## src/rtl/conv_pkg.sv

```systemverilog
// conv_pkg: shared types and helpers for the KxK streaming convolution engine.
//   conv_state_e : controller states (IDLE, LOAD_W, ACCUM, OUT)
//   acc_width()  : accumulator width that exactly bounds a TAPS-term dot product
package conv_pkg;

  typedef enum logic [1:0] {
    IDLE   = 2'd0,
    LOAD_W = 2'd1,
    ACCUM  = 2'd2,
    OUT    = 2'd3
  } conv_state_e;

  // A product needs 2*data_w bits; summing taps of them grows by clog2(taps).
  function automatic int acc_width(input int data_w, input int taps);
    return 2 * data_w + $clog2(taps);
  endfunction

endpackage

```

## src/rtl/conv_mac.sv

```systemverilog
// conv_mac: single multiply-accumulate datapath.
//   clk, rst   : clock, synchronous active-high reset (clears accumulator)
//   clr_i      : clear accumulator
//   load_i     : acc <= a*b   (first tap of a window)
//   en_i       : acc <= acc + a*b
//   a_i, b_i   : operands, signed or unsigned per SIGNED
//   sum_o      : value the accumulator takes on a load/enable (used for the
//                final tap so the result is ready without an extra cycle)
module conv_mac #(
  parameter int DATA_W = 8,
  parameter int ACC_W  = 20,
  parameter int SIGNED = 0
) (
  input  logic              clk,
  input  logic              rst,
  input  logic              clr_i,
  input  logic              load_i,
  input  logic              en_i,
  input  logic [DATA_W-1:0] a_i,
  input  logic [DATA_W-1:0] b_i,
  output logic [ACC_W-1:0]  sum_o
);

  localparam int PW = 2 * DATA_W;

  logic [ACC_W-1:0] prod_ext;
  logic [ACC_W-1:0] acc_q;

  generate
    if (SIGNED != 0) begin : g_signed
      logic signed [PW-1:0] prod;
      assign prod     = PW'($signed(a_i)) * PW'($signed(b_i));
      assign prod_ext = ACC_W'(prod);      // sign-extends
    end else begin : g_unsigned
      logic [PW-1:0] prod;
      assign prod     = PW'(a_i) * PW'(b_i);
      assign prod_ext = ACC_W'(prod);      // zero-extends
    end
  endgenerate

  assign sum_o = load_i ? prod_ext : acc_q + prod_ext;

  always_ff @(posedge clk) begin
    if (rst || clr_i)  acc_q <= '0;
    else if (load_i)   acc_q <= prod_ext;
    else if (en_i)     acc_q <= sum_o;
  end

endmodule

```

## src/rtl/conv_kxk_stream.sv

```systemverilog
// conv_kxk_stream: KxK convolution engine with a resident weight buffer.
// Weights are loaded serially once (raster order), then IFM windows stream one
// tap per cycle through a single MAC; each dot product leaves on out_valid/ready.
//   clk, rst_n          : clock; rst_n is a synchronous ACTIVE-HIGH reset
//   w_valid/w_ready/w_data     : weight beat handshake
//   wt_loaded           : full weight set resident
//   in_valid/in_ready/in_data  : IFM tap handshake
//   out_valid/out_ready/out_data : result handshake (out_data is 0 when idle)
// Optional feature macro: CONV_RELU_EN (clamp negative results to 0, SIGNED=1).
module conv_kxk_stream
  import conv_pkg::*;
#(
  parameter  int DATA_W = 8,
  parameter  int KSIZE  = 3,
  parameter  int SIGNED = 0,
  localparam int TAPS   = KSIZE * KSIZE,
  localparam int ACC_W  = acc_width(DATA_W, TAPS)
) (
  input  logic              clk,
  input  logic              rst_n,
  input  logic              w_valid,
  output logic              w_ready,
  input  logic [DATA_W-1:0] w_data,
  output logic              wt_loaded,
  input  logic              in_valid,
  output logic              in_ready,
  input  logic [DATA_W-1:0] in_data,
  output logic              out_valid,
  input  logic              out_ready,
  output logic [ACC_W-1:0]  out_data
);

  localparam int                CNT_W = (TAPS > 1) ? $clog2(TAPS) : 1;
  localparam logic [CNT_W-1:0]  LAST  = CNT_W'(TAPS - 1);
  localparam logic [CNT_W-1:0]  ONE   = CNT_W'(1);

  conv_state_e                   state_q;
  logic [CNT_W-1:0]              w_cnt_q, tap_cnt_q;
  logic [TAPS-1:0][DATA_W-1:0]   wbuf_q;
  logic                          wt_loaded_q, out_valid_q;
  logic [ACC_W-1:0]              out_data_q;

  logic              w_fire, in_fire;
  logic [DATA_W-1:0] w_sel;
  logic [ACC_W-1:0]  sum, res;

  // Weights have priority over IFM taps when both are offered in IDLE.
  always_comb begin
    w_ready  = (state_q == IDLE) || (state_q == LOAD_W);
    in_ready = ((state_q == IDLE) && wt_loaded_q && !w_valid) || (state_q == ACCUM);
  end

  assign w_fire  = w_valid && w_ready;
  assign in_fire = in_valid && in_ready;

  // Tap 0 is always taken in IDLE, later taps in ACCUM.
  assign w_sel = (state_q == ACCUM) ? wbuf_q[tap_cnt_q] : wbuf_q[0];

  conv_mac #(.DATA_W(DATA_W), .ACC_W(ACC_W), .SIGNED(SIGNED)) u_mac (
    .clk   (clk),
    .rst   (rst_n),
    .clr_i (state_q == OUT),
    .load_i(in_fire && (state_q == IDLE)),
    .en_i  (in_fire && (state_q == ACCUM)),
    .a_i   (in_data),
    .b_i   (w_sel),
    .sum_o (sum)
  );

  always_comb begin
    res = sum;
`ifdef CONV_RELU_EN
    if ((SIGNED != 0) && sum[ACC_W-1]) res = '0;
`endif
  end

  always_ff @(posedge clk) begin
    if (rst_n) begin
      state_q     <= IDLE;
      w_cnt_q     <= '0;
      tap_cnt_q   <= '0;
      wbuf_q      <= '0;
      wt_loaded_q <= 1'b0;
      out_valid_q <= 1'b0;
      out_data_q  <= '0;
    end else begin
      case (state_q)
        IDLE: begin
          if (w_fire) begin
            wbuf_q[0]   <= w_data;
            wt_loaded_q <= (TAPS == 1);
            w_cnt_q     <= ONE;
            state_q     <= (TAPS == 1) ? IDLE : LOAD_W;
          end else if (in_fire) begin
            if (TAPS == 1) begin
              out_data_q  <= res;
              out_valid_q <= 1'b1;
              state_q     <= OUT;
            end else begin
              tap_cnt_q <= ONE;
              state_q   <= ACCUM;
            end
          end
        end
        LOAD_W: begin
          if (w_fire) begin
            wbuf_q[w_cnt_q] <= w_data;
            w_cnt_q         <= w_cnt_q + ONE;
            if (w_cnt_q == LAST) begin
              wt_loaded_q <= 1'b1;
              w_cnt_q     <= '0;
              state_q     <= IDLE;
            end
          end
        end
        ACCUM: begin
          if (in_fire) begin
            tap_cnt_q <= tap_cnt_q + ONE;
            if (tap_cnt_q == LAST) begin
              out_data_q  <= res;
              out_valid_q <= 1'b1;
              tap_cnt_q   <= '0;
              state_q     <= OUT;
            end
          end
        end
        OUT: begin
          if (out_ready) begin
            out_valid_q <= 1'b0;
            out_data_q  <= '0;
            state_q     <= IDLE;
          end
        end
        default: state_q <= IDLE;
      endcase
    end
  end

  assign wt_loaded = wt_loaded_q;
  assign out_valid = out_valid_q;
  assign out_data  = out_data_q;

endmodule

```

## config.mk

```make
export PLATFORM = sky130hd
export DESIGN_NAME = conv_kxk_stream
export DESIGN_NICKNAME = d
export VERILOG_FILES = /design/src/rtl/conv_pkg.sv /design/src/rtl/conv_mac.sv /design/src/rtl/conv_kxk_stream.sv
export SDC_FILE = /design/constraint.sdc
export NUM_CORES = 1
export LEC_CHECK = 0
export CAP_MARGIN = 0
export CORE_ASPECT_RATIO = 0.75
export CORE_MARGIN = 2
export CORE_UTILIZATION = 40
export CTS_BUF_LIST = sky130_fd_sc_hd__clkbuf_2 sky130_fd_sc_hd__clkbuf_4 sky130_fd_sc_hd__clkbuf_8
export CTS_CLUSTER_SIZE = 24
export DETAILED_ROUTE_END_ITERATION = 10
export GPL_TIMING_DRIVEN = 0
export HOLD_SLACK_MARGIN = 0.12
export PLACE_DENSITY = 0.68
export SYNTH_ARGS = -nofsm -noshare
export SYNTH_HDL_FRONTEND = slang
export SYNTH_HIERARCHICAL = 1
export SYNTH_SLANG_ARGS = --single-unit
```

## constraint.sdc

```tcl
create_clock -name clk -period 9.7 [get_ports clk]
set_clock_uncertainty 0.2 [all_clocks]
set_input_delay 1.94 -clock clk [delete_from_list [all_inputs] [get_ports clk]]
set_output_delay 1.94 -clock clk [all_outputs]
set_load 0.03 [all_outputs]
```

==> impl_metrics.csv, run 1 <==
group,metric,value,unit
sta,slew_viol_final,0,
final_layout,fin_cells,1438,
clock_tree,cts_buffers,17,
clock_tree,cts.path.max_buffers,2,
synthesis,syn-num-nets,1194,
detailed_routing,dr.first_iter.drc_count,688,
sta,finalSetupTns,0,ns
setup_path,critical_path.max_stage_delay,0.96,ns
detailed_routing,routed_wl,24170,µm
sta,relSlewSlack,0.1680,
sta,fin_crit_sh,0.8789,
detailed_routing,drc,0,
sta,worst_slack,1.174,ns
placed_design,placed_cells,1407,
synthesis,avgSynthCellArea,8.419,µm²
sta,max_freq,0.1173,GHz
final_layout,syn_to_final_growth,12.31,%
grt,grt_pass1_vias,7525,
clock_tree,cts.sinks,124,
power,p_leak,4.525,nW
clock_tree,cts-resized-gates,0,
detailed_routing,dr_total_vias,8029,
synthesis,yosys.area.top_type,"dfxtp_1",
setup_path,critPathSlowestCell,"o21ai_0",
clock_tree,h-tree-depth,4,
clock_tree,ctsHoldBuffers,0,
worst_hold_path,min-delay-start,"u_mac/acc_q[0]$_SDFFE_PP0P_",
detailed_routing,drtPass1Iterations,5,
synthesis,seq_area_frac_synth,0.2738,
clock_tree,clk_pin_slew_worst_paths,0.08,ns
grt,grt_pass1_wl,39250,µm
sta,setup_viol,0,
setup_path,path_max_fanout,10,
setup_path,end_kind,"register",
sta,worstMarginPinSlew,1.235,ns
floorplan,die_y,134.4,µm
setup_path,rr_worst_depth,28,
placed_design,numPortBuffers,36,
placed_design,placed_cell_area,9796,µm²
synthesis,synth_flop_cell,"dfxtp_1",
floorplan,num_rows,47,
synthesis,syn_inst,1077,
clock_tree,cts_setup_buffers,0,
clock_tree,clock-root-buffer,"clkbuf_8",
grt,antenna_found_initial,0,
synthesis,synth_edf_count,0,
final_layout,drive_gt1_frac,0.07168,
power,powerDensity,126.0,nW/µm²
setup_path,path_common_cell,"fa_1",
placed_design,hpwlAfterDp,18170,µm
sta,finalCriticalPeriod,8.526,ns
detailed_routing,viasPerCell,5.583,
floorplan,die_w,177.9,µm
power,power,1.283,mW
run_status,status,"finished, final reports clean",
clock_tree,cts_tree,"yes",
placed_design,place.gp.congestion,0.9089,
worst_hold_path,hp-class,"register to register",
setup_path,r2r-end,"out_data[18]$_SDFFE_PP0P_",
worst_hold_path,hold_end,"u_mac/acc_q[0]$_SDFFE_PP0P_",
sta,hold_viol_final,0,
sta,timing.hold.ws,0.2623,ns
synthesis,yosysUniqueCellTypes,67,
grt,grt-ovfl-total,0,
final_layout,diodes,0,
floorplan,core,22170,µm²
worst_hold_path,hold_depth,2,
setup_path,r2r_slack,1.17,ns
final_layout,final_util,0.4593,
synthesis,synth.top_cell.area_share,0.2738,
synthesis,ys_ff_latch,124,
floorplan,io_pins,45,
clock_tree,clk_latency,0.44,ns
setup_path,cp.arrival,8.69,ns
detailed_routing,ant_nets,0,
setup_path,crit_required,9.86,ns
setup_path,r2r-start,"tap_cnt_q[0]$_SDFFE_PP0P_",
final_layout,nets,1249,
synthesis,ys_top_cells_by_area,"dfxtp_1 (27%), mux2i_1 (12%), fa_1 (8.2%)",
grt,grt_usage,0.2054,
run,max_cap_viol_count,0,
synthesis,synth-async-reset-ratio,0,
detailed_routing,post_drt_wl_per_cell,16.81,µm
setup_path,crit_path_start_kind,"register",
synthesis,netlist_area,9067,µm²
grt,grt_max_degree,17,
sta,rsz0062_at_grt,"no",
floorplan,dieArea,23900,µm²
setup_path,setup.worst_path.class,"register to register",
synthesis,ys_warn_count,6,
floorplan,floorplan.initialDensity,0.4090,
placed_design,place_ws,1.026,ns
power,vdd_drop_max,93.99,µV
final_layout,final_area,10180,µm²
[cell usage in the layout, fill, tap and decap left out, types with 4 or more instances in the layout]
cell type,netlist,routed
nand3_1,57,57
a22oi_1,27,27
nand2_1,89,89
clkinvlp_4,0,4
o21ai_0,19,19
and2_1,62,62
nor2_1,120,120
ha_1,59,59
o211ai_1,5,5
a31oi_1,25,25
xnor2_1,10,10
clkbuf_1,31,31
nand3b_1,5,5
clkbuf_8,0,18
and3_1,5,5
inv_1,59,59
dfxtp_1,124,124
a21o_1,14,14
clkdlybuf4s50_1,0,36
nor3_1,12,12
nor2b_1,10,10
fa_1,37,37
o31ai_1,7,7
inv_6,0,4
mux2_2,5,5
a211oi_1,13,13
and4_1,4,4
buf_2,27,27
or3_1,5,5
a21oi_1,44,44
o21a_1,7,7
o21ai_1,21,21
xor2_1,8,8
nand3_2,5,5
mux2i_1,109,109
[worst max-delay path, delay by kind of cell (launching register included)]
family	cells	cell delay, ns
xor+xnor	1	0.39
simple gates	6	1.09
flops	1	0.33
compound gates	10	2.85
fa+ha+maj	6	2.75
mux	1	0.12
buf+inv	4	0.70
[report_power, final]
part | switching, mW | leakage, nW | internal [mW] | total, mW
Combinational | 0.194 | 3.34 | 0.111 | 0.305
Clock | 0.226 | 0.188 | 0.235 | 0.461
Sequential | 0.00323 | 1.00 | 0.513 | 0.516
[worst max-delay path by stage]
stage | start | depth (start not counted) | to | slack [ns]
2_1_floorplan | in_data[2] | 22 | out_data[18]$_SDFFE_PP0P_ | 2.32
3_3_place_gp | in_data[4] | 23 | out_data[18]$_SDFFE_PP0P_ | 1.05
3_5_place_dp | in_data[4] | 23 | out_data[18]$_SDFFE_PP0P_ | 1.03
4_1_cts | tap_cnt_q[0]$_SDFFE_PP0P_ | 28 | out_data[18]$_SDFFE_PP0P_ | 1.29
5_1_grt | tap_cnt_q[0]$_SDFFE_PP0P_ | 28 | out_data[18]$_SDFFE_PP0P_ | 0.72
6_report | tap_cnt_q[0]$_SDFFE_PP0P_ | 28 | out_data[18]$_SDFFE_PP0P_ | 1.17
[sequential cells by signal (all words and copies together) (netlist names)]
register	flops
wt_loaded	1
wbuf_q	72
out_valid	1
u_mac/acc_q	20
tap_cnt_q	4
out_data	20
w_cnt_q	4
state_q	2
[Yosys cell counts (all sizes together), types with 6 or more instances]
cell    count
nor3       12
xor2        8
xnor2      10
and2       63
buf        33
o21a        7
dfxtp     124
mux2        6
a21oi      45
nand3      62
a211oi     14
nor2b      10
a22oi      27
a21o       14
o31ai       7
nor2      122
mux2i     109
o21ai      41
inv        59
ha         59
a31oi      25
fa         37
clkbuf     31
nand2      89
[cell type report]
cell class	instances	area [µm²]
fill	2154	11990
multi-input combinational	828	6063
sequential	124	2482
tap	294	367.9
timing repair buffer	36	360.3
buffer	64	292.8
clock buffer	18	247.7
inverter	61	229.0
clock inverter	13	140.1
[per-layer routing]
| layer | track usage | vias up | routed length [µm] |
|---|---|---|---|
| met5 | 0 | - | 0 |
| met3 | 0.04053 | 20 | 1869 |
| met1 | 0.3181 | 3862 | 12170 |
| met2 | 0.2909 | 274 | 9865 |
| met4 | 0.04281 | 0 | 265 |
| li1 | - | 3873 | - |
[cells by family after synthesis]
family | Yosys count | share of synthesized area
muxes | 115 | 0.1278
buffers and inverters | 125 | 0.05754
adders and majority gates | 96 | 0.1631
and+or+nand+nor | 391 | 0.2084
DFF | 124 | 0.2738
AOI/OAI and AO/OA | 208 | 0.1521
xor gates and xnor gates | 18 | 0.01739
Power figures use the tool's default switching activity.
==> run 2, diff against run 1 <==
--- a/config.mk
+++ b/config.mk
@@ -8,13 +8,13 @@
 export CAP_MARGIN = 0
 export CORE_ASPECT_RATIO = 0.75
 export CORE_MARGIN = 2
-export CORE_UTILIZATION = 40
+export CORE_UTILIZATION = 55
 export CTS_BUF_LIST = sky130_fd_sc_hd__clkbuf_2 sky130_fd_sc_hd__clkbuf_4 sky130_fd_sc_hd__clkbuf_8
 export CTS_CLUSTER_SIZE = 24
 export DETAILED_ROUTE_END_ITERATION = 10
 export GPL_TIMING_DRIVEN = 0
 export HOLD_SLACK_MARGIN = 0.12
-export PLACE_DENSITY = 0.68
+export PLACE_DENSITY = 0.85
 export SYNTH_ARGS = -nofsm -noshare
 export SYNTH_HDL_FRONTEND = slang
 export SYNTH_HIERARCHICAL = 1
==> impl_metrics.csv, run 2 (same netlist as run 1, synthesis figures left out) <==
group,metric,value,unit
detailed_routing,viasPerCell,6.094,
final_layout,final_area,10060,µm²
clock_tree,cts_buffers,17,
final_layout,syn_to_final_growth,10.98,%
detailed_routing,drtPass1Iterations,7,
grt,use_met1,0.3911,
final_layout,largest_reg_flops,72,
placed_design,place_ws,1.065,ns
clock_tree,clock-root-buffer,"clkbuf_8",
floorplan,core,16070,µm²
floorplan,floorplan.initialDensity,0.5644,
clock_tree,cts_setup_buffers,0,
setup_path,path_common_cell,"fa_1",
final_layout,multiInputGateArea,6063,µm²
sta,worst_slack,1.175,ns
detailed_routing,dr.first_iter.drc_count,815,
setup_path,crit_required,9.89,ns
placed_design,place.gp.congestion,0.9734,
grt,grt-ovfl-total,0,
setup_path,cp.arrival,8.71,ns
grt,antenna_found_initial,0,
grt,grt_usage,0.2701,
setup_path,critPathBufInv,4,
final_layout,top_register,"wbuf_q",
final_layout,nets,1249,
detailed_routing,post_drt_wl_per_cell,17.23,µm
final_layout,ff_latch_area,2482,µm²
run_status,status,"finished, final reports clean",
grt,grt_max_degree,17,
run,max_cap_viol_count,0,
sta,rsz0062_at_grt,"no",
grt,grt_use_met2,0.3976,
sta,setup_viol,0,
floorplan,die_y,115.2,µm
grt,use_met3,0.07576,
sta,finalCriticalPeriod,8.525,ns
detailed_routing,routed_wl,23350,µm
sta,slew_viol_final,0,
grt,grt_pass1_wl,38320,µm
sta,fin_crit_sh,0.8789,
setup_path,crit_path_start_kind,"register",
clock_tree,cts-resized-gates,0,
final_layout,diodes,0,
grt,grt_pass1_vias,7790,
clock_tree,cts.sinks,124,
clock_tree,cts_tree,"yes",
sta,relSlewSlack,0.2302,
placed_design,placed_cell_area,9691,µm²
clock_tree,ctsHoldBuffers,0,
worst_hold_path,hp-class,"register to register",
clock_tree,cts.path.max_buffers,2,
sta,max_freq,0.1173,GHz
clock_tree,clk_latency,0.47,ns
placed_design,hpwlAfterDp,17410,µm
placed_design,numPortBuffers,36,
final_layout,fin_cells,1355,
sta,hold_viol_final,0,
floorplan,io_pins,45,
final_layout,drive_gt1_frac,0.07249,
setup_path,path_max_fanout,10,
power,powerDensity,124.8,nW/µm²
clock_tree,h-tree-depth,4,
clock_tree,clk_pin_slew_worst_paths,0.08,ns
detailed_routing,drc,0,
setup_path,end_kind,"register",
placed_design,placed_cells,1323,
floorplan,die_w,152.3,µm
floorplan,num_rows,40,
setup_path,path_delay_family,"compound AO/OA/AOI/OAI gates",
sta,timing.hold.ws,0.2643,ns
setup_path,critPathSlowestCell,"o21ai_0",
final_layout,final_common_cell,"dfxtp_1",
sta,finalSetupTns,0,ns
detailed_routing,dr_total_vias,8258,
final_layout,layout_common_cells,"dfxtp_1 (124), nor2_1 (120), mux2i_1 (109)",
setup_path,critical_path.max_stage_delay,0.90,ns
power,power,1.256,mW
final_layout,fillers,1368,
sta,worstMarginPinSlew,1.143,ns
grt,grt-busiest-layer,"met2",
final_layout,final_util,0.6264,
detailed_routing,ant_nets,0,
power,p_leak,4.527,nW
floorplan,dieArea,17540,µm²
setup_path,setup.worst_path.class,"register to register",
power,vdd_drop_max,109.9,µV
## run 2: per-layer routing
layer  part of all wire  wire length (µm)
met1               0.47             10950
met4              0.020               465
met2               0.41              9533
met5                  0                 0
met3               0.10              2404
## run 2: final timing paths
kind / slack [ns] / from / depth (start not counted) / end
worst min-delay path: 0.26 / u_mac/acc_q[0]$_SDFFE_PP0P_ / 2 / u_mac/acc_q[0]$_SDFFE_PP0P_
worst max register to register: 1.18 / tap_cnt_q[0]$_SDFFE_PP0P_ / 28 / out_data[18]$_SDFFE_PP0P_
worst min register to register: 0.26 / u_mac/acc_q[0]$_SDFFE_PP0P_ / 2 / u_mac/acc_q[0]$_SDFFE_PP0P_
worst max-delay path: 1.18 / tap_cnt_q[0]$_SDFFE_PP0P_ / 28 / out_data[18]$_SDFFE_PP0P_
## run 2: tightest hold or removal path, stage by stage (launching register included)
cell     delay, ns
dfxtp_1       0.32
nand2_1       0.05
a21oi_1       0.05
## run 2: area by class of cell
type / instances / share of cell area
Clock inverter: 13 / 0.01169
Buffer: 64 / 0.02909
Timing Repair Buffer: 36 / 0.03581
Clock buffer: 19 / 0.02536
Multi-Input combinational cell: 828 / 0.6025
Tap cell: 210 / 0.02611
Sequential cell: 124 / 0.2467
Inverter: 61 / 0.02275
## run 2: power by group
group | internal (mW) | total [mW] | switching, mW
sequential | 0.513 | 0.516 | 0.00320
combinational | 0.111 | 0.299 | 0.187
clock | 0.213 | 0.441 | 0.229
total | 0.837 | 1.26 | 0.420
==> run 3, diff against run 2 <==
--- a/config.mk
+++ b/config.mk
@@ -5,6 +5,7 @@
 export SDC_FILE = /design/constraint.sdc
 export NUM_CORES = 1
 export LEC_CHECK = 0
+export ABC_AREA = 1
 export CAP_MARGIN = 0
 export CORE_ASPECT_RATIO = 0.75
 export CORE_MARGIN = 2
==> impl_metrics.csv, run 3 <==
group,metric,value,unit
detailed_routing,ant_nets,0,
clock_tree,cts_setup_buffers,0,
synthesis,yosys.cell_count.top_type,"nand2_1",
detailed_routing,drc,0,
detailed_routing,top_layer_used,"met4",
synthesis,yosys.area.top_type,"dfxtp_1",
final_layout,syn_to_final_growth,11.21,%
detailed_routing,route.met3.wl,2275,µm
sta,slew_viol_final,0,
synthesis,synth_edf_count,0,
synthesis,ys_ff_latch,124,
synthesis,ys_top_cells_by_area,"dfxtp_1 (26%), nand2_1 (15%), inv_1 (12%)",
detailed_routing,wl_met1,11830,µm
sta,max_freq,0.1313,GHz
placed_design,hpwlAfterDp,18910,µm
clock_tree,cts_buffers,17,
clock_tree,clock-root-buffer,"clkbuf_8",
detailed_routing,routed-wl-met2,10610,µm
final_layout,final_area,10470,µm²
detailed_routing,post_drt_wl_per_cell,14.18,µm
final_layout,diodes,0,
placed_design,place.gp.congestion,1.035,
clock_tree,clk_pin_slew_worst_paths,0.08,ns
sta,fin_crit_sh,0.7850,
grt,grt_usage,0.2911,
clock_tree,cts-resized-gates,0,
placed_design,placed_cells,1736,
setup_path,path_common_cell,"nand2_1",
floorplan,floorplan.initialDensity,0.5611,
sta,worstMarginPinSlew,0.6285,ns
synthesis,netlist_area,9412,µm²
run_status,status,"finished, final reports clean",
clock_tree,clk_latency,0.47,ns
final_layout,top_register,"wbuf_q",
sta,relSlewSlack,0.5810,
synthesis,ys_warn_count,6,
placed_design,placed_cell_area,10040,µm²
floorplan,core,16770,µm²
synthesis,avgSynthCellArea,6.338,µm²
run,max_cap_viol_count,0,
floorplan,die_y,117.3,µm
final_layout,final_common_cell,"nand2_1",
setup_path,end_kind,"register",
floorplan,dieArea,18190,µm²
sta,hold_viol_final,0,
setup_path,crit_path_start_kind,"register",
floorplan,num_rows,41,
detailed_routing,drtPass1Iterations,8,
placed_design,place_ws,2.084,ns
clock_tree,cts.sinks,124,
setup_path,cp.arrival,7.80,ns
floorplan,die_w,155.1,µm
floorplan,io_pins,45,
sta,worst_slack,2.085,ns
sta,finalSetupTns,0,ns
synthesis,yosysUniqueCellTypes,37,
grt,grt-ovfl-total,0,
grt,antenna_found_initial,0,
final_layout,layout_common_cells,"nand2_1 (373), inv_1 (303), a21oi_1 (126)",
synthesis,syn_inst,1485,
grt,grt_pass1_wl,42280,µm
sta,finalCriticalPeriod,7.615,ns
synthesis,synth_commonest_cells,"nand2_1 (373), inv_1 (303), a21oi_1 (126)",
synthesis,syn-num-nets,1602,
clock_tree,cts.path.max_buffers,2,
placed_design,numPortBuffers,36,
clock_tree,h-tree-depth,4,
detailed_routing,dr_total_vias,9375,
setup_path,critical_path.max_stage_delay,0.55,ns
worst_hold_path,hp-class,"register to register",
grt,grt_pass1_vias,8786,
final_layout,drive_gt1_frac,0.04958,
detailed_routing,routed_wl,25070,µm
final_layout,largest_reg_flops,72,
synthesis,seq_area_frac_synth,0.2638,
detailed_routing,dr.first_iter.drc_count,958,
final_layout,fin_cells,1768,
clock_tree,cts_tree,"yes",
sta,setup_viol,0,
synthesis,synth_flop_cell,"dfxtp_1",
grt,grt_max_degree,17,
setup_path,crit_required,9.89,ns
sta,rsz0062_at_grt,"no",
final_layout,nets,1657,
setup_path,critPathSlowestCell,"fa_1",
synthesis,synth.top_cell.area_share,0.2638,
setup_path,path_max_fanout,10,
detailed_routing,viasPerCell,5.303,
synthesis,synth-async-reset-ratio,0,
setup_path,setup.worst_path.class,"register to register",
clock_tree,ctsHoldBuffers,0,
==> run 3: kinds of logic (layout without fill, tap and decap cells) <==
kind of cell,count (synthesis),in the layout,share of synthesized area
adder cells (fa/ha/maj),96,96,0.1571
flip-flops,124,124,0.2638
AO/OA/AOI/OAI,232,232,0.1258
XOR/XNOR,13,13,0.01290
AND/OR/NAND/NOR,648,648,0.2897
buffers and inverters,372,440,0.1508
==> run 3: path summary, 6_finish.rpt <==
kind | from | endpoint | slack (ns) | depth (start not counted)
max | tap_cnt_q[0]$_SDFFE_PP0P_ | out_data[19]$_SDFFE_PP0P_ | 2.09 | 38
min | wbuf_q[30]$_SDFFE_PP0P_ | wbuf_q[30]$_SDFFE_PP0P_ | 0.25 | 2
max reg2reg | tap_cnt_q[0]$_SDFFE_PP0P_ | out_data[19]$_SDFFE_PP0P_ | 2.09 | 38
min reg2reg | wbuf_q[30]$_SDFFE_PP0P_ | wbuf_q[30]$_SDFFE_PP0P_ | 0.25 | 2
==> run 3: worst max-delay path: cells and delay by family, from the launching register on <==
| family | cells | cell delay [ns] |
|---|---|---|
| AND/OR/NAND/NOR | 17 | 1.68 |
| flip-flops | 1 | 0.33 |
| adder cells (fa/ha/maj) | 6 | 2.84 |
| buffers and inverters | 10 | 1.58 |
| AO/OA/AOI/OAI | 5 | 0.93 |
==> run 3: stage by stage <==
step | hold slack, ns | utilization
final | 0.2544 | 0.6239
after global routing | 0.2666 | 0.6239
after CTS | 0.2560 | 0.6239
after detailed placement | 0.2441 | 0.5986
after global placement | 0.2381 | 0.5986
after floorplan | 0.2245 | -
==> run 3: final cells by class <==
cell class                 instances  area (µm²)
multi-input combinational        989        5510
sequential                       124        2482
timing repair buffer              36       360.3
inverter                         311        1167
tap                              215       269.0
fill                            1540        6309
buffer                            61       251.5
clock inverter                    14       183.9
clock buffer                      18       241.5
==> run 3: per-layer routing <==
metal / GRT usage / vias to the layer above
met2: 0.4492 / 359
met3: 0.05965 / 36
met5: 0 / -
li1: - / 4687
met1: 0.4191 / 4293
met4: 0.07531 / 0
Power of run 3 is not shown: default switching activity piles up to over one toggle a cycle in this logic, so the estimate is an artifact.
